--- config.mk ---
export PLATFORM = sky130hd
export DESIGN_NAME = fir_mac_scheduler
export DESIGN_NICKNAME = d
export VERILOG_FILES = /design/src/rtl/fir_mac_scheduler.sv
export SDC_FILE = /design/constraint.sdc
export NUM_CORES = 1
export LEC_CHECK = 0
export CORE_AREA = 2 2 126 128
export DETAILED_ROUTE_END_ITERATION = 8
export DIE_AREA = 0 0 128 130
export PLACE_DENSITY = 0.85
export SKIP_CTS_REPAIR_TIMING = 1
export SYNTH_ARGS = -nofsm -noshare
export SYNTH_HDL_FRONTEND = slang
export SYNTH_SLANG_ARGS = --single-unit
--- constraint.sdc ---
create_clock -name CLOCK_50 -period 8.7 [get_ports CLOCK_50]
set_input_delay 0.87 -clock CLOCK_50 [delete_from_list [all_inputs] [get_ports CLOCK_50]]
set_output_delay 0.87 -clock CLOCK_50 [all_outputs]
set_load 0.05 [all_outputs]
--- src/rtl/fir_mac_scheduler.sv ---
// Stereo 3-tap FIR sharing one 16x16 multiplier and one 34-bit accumulator across both channels.
// Define FIR_COEF_WR_EN to add runtime coefficient writes through shadow registers.
module fir_mac_scheduler #(
  parameter logic signed [15:0] COEF0_INIT = 16'sh2000,
  parameter logic signed [15:0] COEF1_INIT = 16'sh4000,
  parameter logic signed [15:0] COEF2_INIT = 16'sh2000
) (
  input  logic               CLOCK_50,
  input  logic               RESET,
  input  logic signed [15:0] AUD_IN_L,
  input  logic signed [15:0] AUD_IN_R,
  input  logic               IN_VALID,
  output logic               IN_READY,
`ifdef FIR_COEF_WR_EN
  input  logic               COEF_WE,
  input  logic [1:0]         COEF_ADDR,
  input  logic signed [15:0] COEF_DATA,
`endif
  output logic signed [15:0] AUD_OUT_L,
  output logic signed [15:0] AUD_OUT_R,
  output logic               OUT_VALID,
  output logic               OVERRUN
);

  typedef enum logic [1:0] {S_IDLE, S_MAC_L, S_MAC_R, S_DONE} state_t;

  state_t             r_state, w_state_next;
  logic [1:0]         r_tap;
  logic signed [33:0] r_acc;
  logic signed [15:0] r_dl0, r_dl1, r_dl2;
  logic signed [15:0] r_dr0, r_dr1, r_dr2;
  logic signed [15:0] r_hold_l, r_out_l, r_out_r;
  logic               r_out_valid, r_overrun;
  logic signed [15:0] w_coef [3];
  logic signed [15:0] w_sample, w_coef_sel;
  logic signed [31:0] w_prod;
  logic signed [33:0] w_acc_sum;
  logic               w_accept, w_mac;

  assign IN_READY  = (r_state == S_IDLE);
  assign w_accept  = IN_VALID && (r_state == S_IDLE);
  assign w_mac     = (r_state == S_MAC_L) || (r_state == S_MAC_R);
  assign AUD_OUT_L = r_out_l;
  assign AUD_OUT_R = r_out_r;
  assign OUT_VALID = r_out_valid;
  assign OVERRUN   = r_overrun;

  // The active set is latched at acceptance so a mid-sample write cannot split taps.
  generate
    for (genvar gi = 0; gi < 3; gi++) begin : g_coef
      localparam logic signed [15:0] C_INIT = (gi == 0) ? COEF0_INIT :
                                              (gi == 1) ? COEF1_INIT : COEF2_INIT;
`ifdef FIR_COEF_WR_EN
      logic signed [15:0] r_shadow, r_active;
      always_ff @(posedge CLOCK_50) begin
        if (RESET) begin
          r_shadow <= C_INIT;
          r_active <= C_INIT;
        end else begin
          if (COEF_WE && (COEF_ADDR == 2'(gi))) r_shadow <= COEF_DATA;
          if (w_accept) r_active <= r_shadow;
        end
      end
      assign w_coef[gi] = r_active;
`else
      assign w_coef[gi] = C_INIT;
`endif
    end
  endgenerate

  function automatic logic signed [15:0] sat16(input logic signed [33:0] a);
    logic signed [18:0] s;
    s = a[33:15];
    if (s > 19'sd32767)       return 16'sh7FFF;
    else if (s < -19'sd32768) return 16'sh8000;
    else                      return s[15:0];
  endfunction

  always_comb begin
    w_sample   = 16'sd0;
    w_coef_sel = 16'sd0;
    case (r_tap)
      2'd0: begin
        w_sample   = (r_state == S_MAC_R) ? r_dr0 : r_dl0;
        w_coef_sel = w_coef[0];
      end
      2'd1: begin
        w_sample   = (r_state == S_MAC_R) ? r_dr1 : r_dl1;
        w_coef_sel = w_coef[1];
      end
      2'd2: begin
        w_sample   = (r_state == S_MAC_R) ? r_dr2 : r_dl2;
        w_coef_sel = w_coef[2];
      end
      default: ;
    endcase
  end

  assign w_prod    = w_sample * w_coef_sel;
  assign w_acc_sum = ((r_tap == 2'd0) ? 34'sd0 : r_acc) + $signed({{2{w_prod[31]}}, w_prod});

  always_comb begin
    w_state_next = r_state;
    case (r_state)
      S_IDLE:  if (w_accept) w_state_next = S_MAC_L;
      S_MAC_L: if (r_tap == 2'd2) w_state_next = S_MAC_R;
      S_MAC_R: if (r_tap == 2'd2) w_state_next = S_DONE;
      S_DONE:  w_state_next = S_IDLE;
      default: w_state_next = S_IDLE;
    endcase
  end

  always_ff @(posedge CLOCK_50) begin
    if (RESET) begin
      r_state     <= S_IDLE;
      r_tap       <= 2'd0;
      r_acc       <= 34'sd0;
      r_dl0       <= 16'sd0;
      r_dl1       <= 16'sd0;
      r_dl2       <= 16'sd0;
      r_dr0       <= 16'sd0;
      r_dr1       <= 16'sd0;
      r_dr2       <= 16'sd0;
      r_hold_l    <= 16'sd0;
      r_out_l     <= 16'sd0;
      r_out_r     <= 16'sd0;
      r_out_valid <= 1'b0;
      r_overrun   <= 1'b0;
    end else begin
      r_state     <= w_state_next;
      r_out_valid <= (r_state == S_DONE);
      if (IN_VALID && !IN_READY) r_overrun <= 1'b1;
      if (w_accept) begin
        r_dl2 <= r_dl1;
        r_dl1 <= r_dl0;
        r_dl0 <= AUD_IN_L;
        r_dr2 <= r_dr1;
        r_dr1 <= r_dr0;
        r_dr0 <= AUD_IN_R;
      end
      if (w_mac) begin
        r_tap <= (r_tap == 2'd2) ? 2'd0 : r_tap + 2'd1;
        r_acc <= w_acc_sum;
      end else begin
        r_tap <= 2'd0;
      end
      if ((r_state == S_MAC_L) && (r_tap == 2'd2)) r_hold_l <= sat16(w_acc_sum);
      if (r_state == S_DONE) begin
        r_out_l <= r_hold_l;
        r_out_r <= sat16(r_acc);
      end
    end
  end

endmodule

==> run summary <==
The final total negative setup slack is 0 ns. Of the cells placed in the final design, the portion with a size suffix greater than 1 is 0.0773. The switching component of the power came out at 1.13 mW. The effective utilization at floorplan came out at 0.623. The die is 128 um wide. The flow ran to the end, and the final reports show no timing, DRC or antenna violations. The count of endpoints failing hold in the final timing report is 0. The cell depth of the worst min-delay path is 2.

The initial antenna violation count came out at 0. The number of port buffers is 69. For this design the static power due to leakage is 4.36 nW. The critical path is of the reg2reg type. The clock net sink count is 171. The detailed-route vias per instance is 6.00. For this run, the leading register cell type out of synthesis is sky130_fd_sc_hd__dfxtp_1. The post-detailed-route wirelength per cell is 16.8 um. Yosys attributes the largest share of cell area to sky130_fd_sc_hd__dfxtp_1 (36%), sky130_fd_sc_hd__ha_1 (13%), sky130_fd_sc_hd__nand2_1 (8.8%).

The required time of the worst setup path is 8.98 ns. The depth of the CTS H-tree came out at 4. The area share of the largest cell type after synthesis came out at 0.356. The synthesized flop and latch total came out at 171. The maximum vdd drop came out at 0.491 mV. The first-pass GRT wire length is 36600 um.

Synthesis produced a netlist with a net count of 1255. Counting flops with a built-in enable in the synthesized netlist gives 0. The startpoint type of the worst setup path is a register. The die footprint is 16600 um^2. The vertical die dimension came out at 130 um. The relative area change from synthesis to final layout came out at 13.5%. The count of mapped cells out of synthesis is 1102. The detailed-route wire length came out at 22400 um.

The total congestion overflow came out at 0. The total half-perimeter wirelength after legalization and detailed placement is 15400 um. The detailed router placed 7987 vias in this run. The overall power after layout is 2.84 mW. By count the netlist is led by sky130_fd_sc_hd__nand2_1 (225), sky130_fd_sc_hd__dfxtp_1 (171), sky130_fd_sc_hd__a21oi_1 (125), sky130_fd_sc_hd__ha_1 (101), sky130_fd_sc_hd__nor2_1 (93). TritonCTS built the clock tree. The synthesized netlist occupies a cell area of 9610 um^2. The number of max-slew violations in the final report is 0. Across every metal layer, demand over resource in global routing totals 0.275.

The clock latency on the worst-skew pair came out at 0.44 ns. The transition time at the pin with the least slew margin is 1.05 ns. The part of the power in registers came out at 0.328. The maximum buffer depth of the clock tree came out at 2. The number of buffers created by CTS came out at 17. The count of filler cells inserted in the layout is 1153. Synthesis instantiated 63 different standard cells from the library. The worst endpoint data arrival time came out at 6.90 ns. In this run the count of I/O pins placed on the die edge is 70.

Derived from the worst setup path, the maximum achievable clock frequency is 151 MHz. Cell internal power was estimated by the tool at 1.72 mW. The cell type with the largest total area after synthesis is sky130_fd_sc_hd__dfxtp_1. STA classifies the critical path endpoint as a register. The repair_antennas step left the layout with diodes totalling 0. The final weighted congestion in routability-driven placement came out at 0.920. The clock skew is 0.00973 ns. The floorplan has 46 rows.

The proportion of power drawn by the clock network came out at 0.275. The switching portion of total power came out at 0.396. The worst setup slack before clock tree synthesis is 2.13 ns. The remaining number of nets flagged by the antenna check after routing is 0.

The headroom to the max-slew limit is 0.303. The DRC marker count from the first detailed-route iteration is 981. Of the synthesized area, sequential elements account for 0.356. The fraction of power consumed by combinational cells is 0.397.

The minimum clock period is 6.62 ns. The fraction of synthesis flops using an asynchronous set or reset pin came out at 0. The worst reg2reg path depth came out at 22. The total power density per cell area is 261 nW/um^2. The number of iterations in the first detailed-routing pass is 8. Clock-pin slew was measured on the worst setup and hold paths at 0.07 ns. The worst path meets setup with 2.08 ns of slack.

Of all nets on the critical path, the largest fanout is 36. The final critical-path share of the clock period is 0.760. The standard cell core area is 15400 um^2. The tool flagged a number of max-cap violations equal to 0. The via count of the first global-routing pass was 7337. The path class of the tightest hold or removal check is reg2reg. The buffer type at the clock tree root is sky130_fd_sc_hd__clkbuf_16. Setup repair after global routing left no endpoint under its margin.

The number of nets in the finished design came out at 1279. The total of warnings raised by yosys is 0. The most common cell in the synthesized netlist is sky130_fd_sc_hd__nand2_1.

The pin count of the biggest net entering global routing came out at 103. The count of final setup violators came out at 0. The average cell area after synthesis came out at 8.72 um^2. The DRC violation count after routing came out at 0.
## placed cells by master (no fill, tap or decap), types with 3 or more instances in the layout
cell type                         Yosys  routed
sky130_fd_sc_hd__a211oi_1             6       6
sky130_fd_sc_hd__a211oi_2            14      14
sky130_fd_sc_hd__a21boi_0             3       3
sky130_fd_sc_hd__a21o_1               4       4
sky130_fd_sc_hd__a21oi_1            125     125
sky130_fd_sc_hd__a222oi_1            32      32
sky130_fd_sc_hd__and2_1               4       3
sky130_fd_sc_hd__buf_4                2      10
sky130_fd_sc_hd__clkbuf_16            0      17
sky130_fd_sc_hd__clkdlybuf4s50_1      0      68
sky130_fd_sc_hd__clkinv_2             0       3
sky130_fd_sc_hd__dfxtp_1            171     171
sky130_fd_sc_hd__fa_1                17      17
sky130_fd_sc_hd__ha_1               101     100
sky130_fd_sc_hd__inv_1               18      18
sky130_fd_sc_hd__inv_6                0       4
sky130_fd_sc_hd__mux2_2               7       7
sky130_fd_sc_hd__mux2i_1             45      45
sky130_fd_sc_hd__nand2_1            225     224
sky130_fd_sc_hd__nand2b_1            23      23
sky130_fd_sc_hd__nand3_1              5       5
sky130_fd_sc_hd__nor2_1              93      93
sky130_fd_sc_hd__nor2b_1             22      22
sky130_fd_sc_hd__o211ai_1             5       5
sky130_fd_sc_hd__o21a_1               3       3
sky130_fd_sc_hd__o21ai_0             25      25
sky130_fd_sc_hd__o21ai_1             13      13
sky130_fd_sc_hd__xnor2_1             19      19
sky130_fd_sc_hd__xor2_1               8       8
## critical path, cell delays in order (launching register included)
cell and delay [ns]:
sky130_fd_sc_hd__dfxtp_1 0.35, sky130_fd_sc_hd__inv_1 0.09, sky130_fd_sc_hd__ha_2 0.68, sky130_fd_sc_hd__buf_4 0.36
sky130_fd_sc_hd__a222oi_1 0.12, sky130_fd_sc_hd__mux2i_1 0.25, sky130_fd_sc_hd__nand2_1 0.16, sky130_fd_sc_hd__inv_1 0.11
sky130_fd_sc_hd__ha_1 0.19, sky130_fd_sc_hd__fa_1 0.42, sky130_fd_sc_hd__ha_1 0.30, sky130_fd_sc_hd__ha_1 0.32
sky130_fd_sc_hd__fa_1 0.43, sky130_fd_sc_hd__ha_1 0.30, sky130_fd_sc_hd__ha_1 0.43, sky130_fd_sc_hd__and3_4 0.24
sky130_fd_sc_hd__and2_1 0.17, sky130_fd_sc_hd__or3_1 0.30, sky130_fd_sc_hd__nand3_1 0.10, sky130_fd_sc_hd__a211oi_2 0.06
sky130_fd_sc_hd__or3_4 0.42, sky130_fd_sc_hd__a21oi_4 0.49, sky130_fd_sc_hd__a211oi_1 0.15
## final cells by class
type | instances | area [um^2] | area share
flip-flops and latches | 171 | 3420 | 0.314
inverters | 18 | 67.6 | 0.00620
multi-input cells | 840 | 5800 | 0.533
clock inverters | 13 | 155 | 0.0142
clock buffers | 19 | 453 | 0.0416
repair buffers | 78 | 756 | 0.0693
well taps | 192 | 240 | 0.0220
## worst paths after layout
kind,slack [ns],end,startpoint
max,2.08,r_hold_l[0]$_SDFFE_PP0P_,r_tap[0]$_SDFF_PP0_
min,0.46,r_dl2[4]$_SDFFE_PP0P_,r_dl2[4]$_SDFFE_PP0P_
max reg2reg,2.08,r_hold_l[0]$_SDFFE_PP0P_,r_tap[0]$_SDFF_PP0_
min reg2reg,0.46,r_dl2[4]$_SDFFE_PP0P_,r_dl2[4]$_SDFFE_PP0P_
## cells by family (layout without fill, tap and decap cells)
group                      Yosys count  in the layout  synth area share
AOI/OAI and AO/OA                  250            250             0.180
xor gates and xnor gates            27             27            0.0246
adders and majority gates          118            118             0.167
buffers and inverters               91            128            0.0400
DFF                                171            171             0.356
muxes                               52             52            0.0551
and+or+nand+nor                    393            393             0.177
## power groups by stage
stage          logic (mW)  clock network (mW)  registers [mW]
2_1_floorplan       0.862                   0           0.937
3_3_place_gp         1.08                   0           0.943
3_5_place_dp         1.11                   0           0.946
4_1_cts              1.12               0.787           0.929
5_1_grt              1.24               0.815           0.940
6_report             1.13               0.782           0.931
## per-stage QoR
step	hold slack (ns)	instances	utilization	cell area, um^2
floorplan	0.436	1102	-	9610
CTS	0.459	1331	0.707	10900
global placement	0.441	1299	0.667	10300
global route	0.472	1331	0.707	10900
detailed placement	0.448	1299	0.667	10300
finish	0.459	1331	0.707	10900
## state kept, by name, summed over array words and instances, names as in the netlist
signal	flops
r_dr2	16
AUD_OUT_R	16
AUD_OUT_L	16
OUT_VALID	1
r_dr0	16
r_dl0	16
r_acc	21
OVERRUN	1
r_dr1	16
r_dl1	16
r_dl2	16
r_state	2
r_hold_l	16
r_tap	2
## layer usage
layer  up-vias  track usage  share of wire
met3        42       0.0455          0.057
met2       275        0.425           0.46
li1       3872            -              -
met1      3798        0.392           0.46
met5         -            0              0
met4         0       0.0970          0.019
No activity file was read; power rests on OpenSTA's default activity.
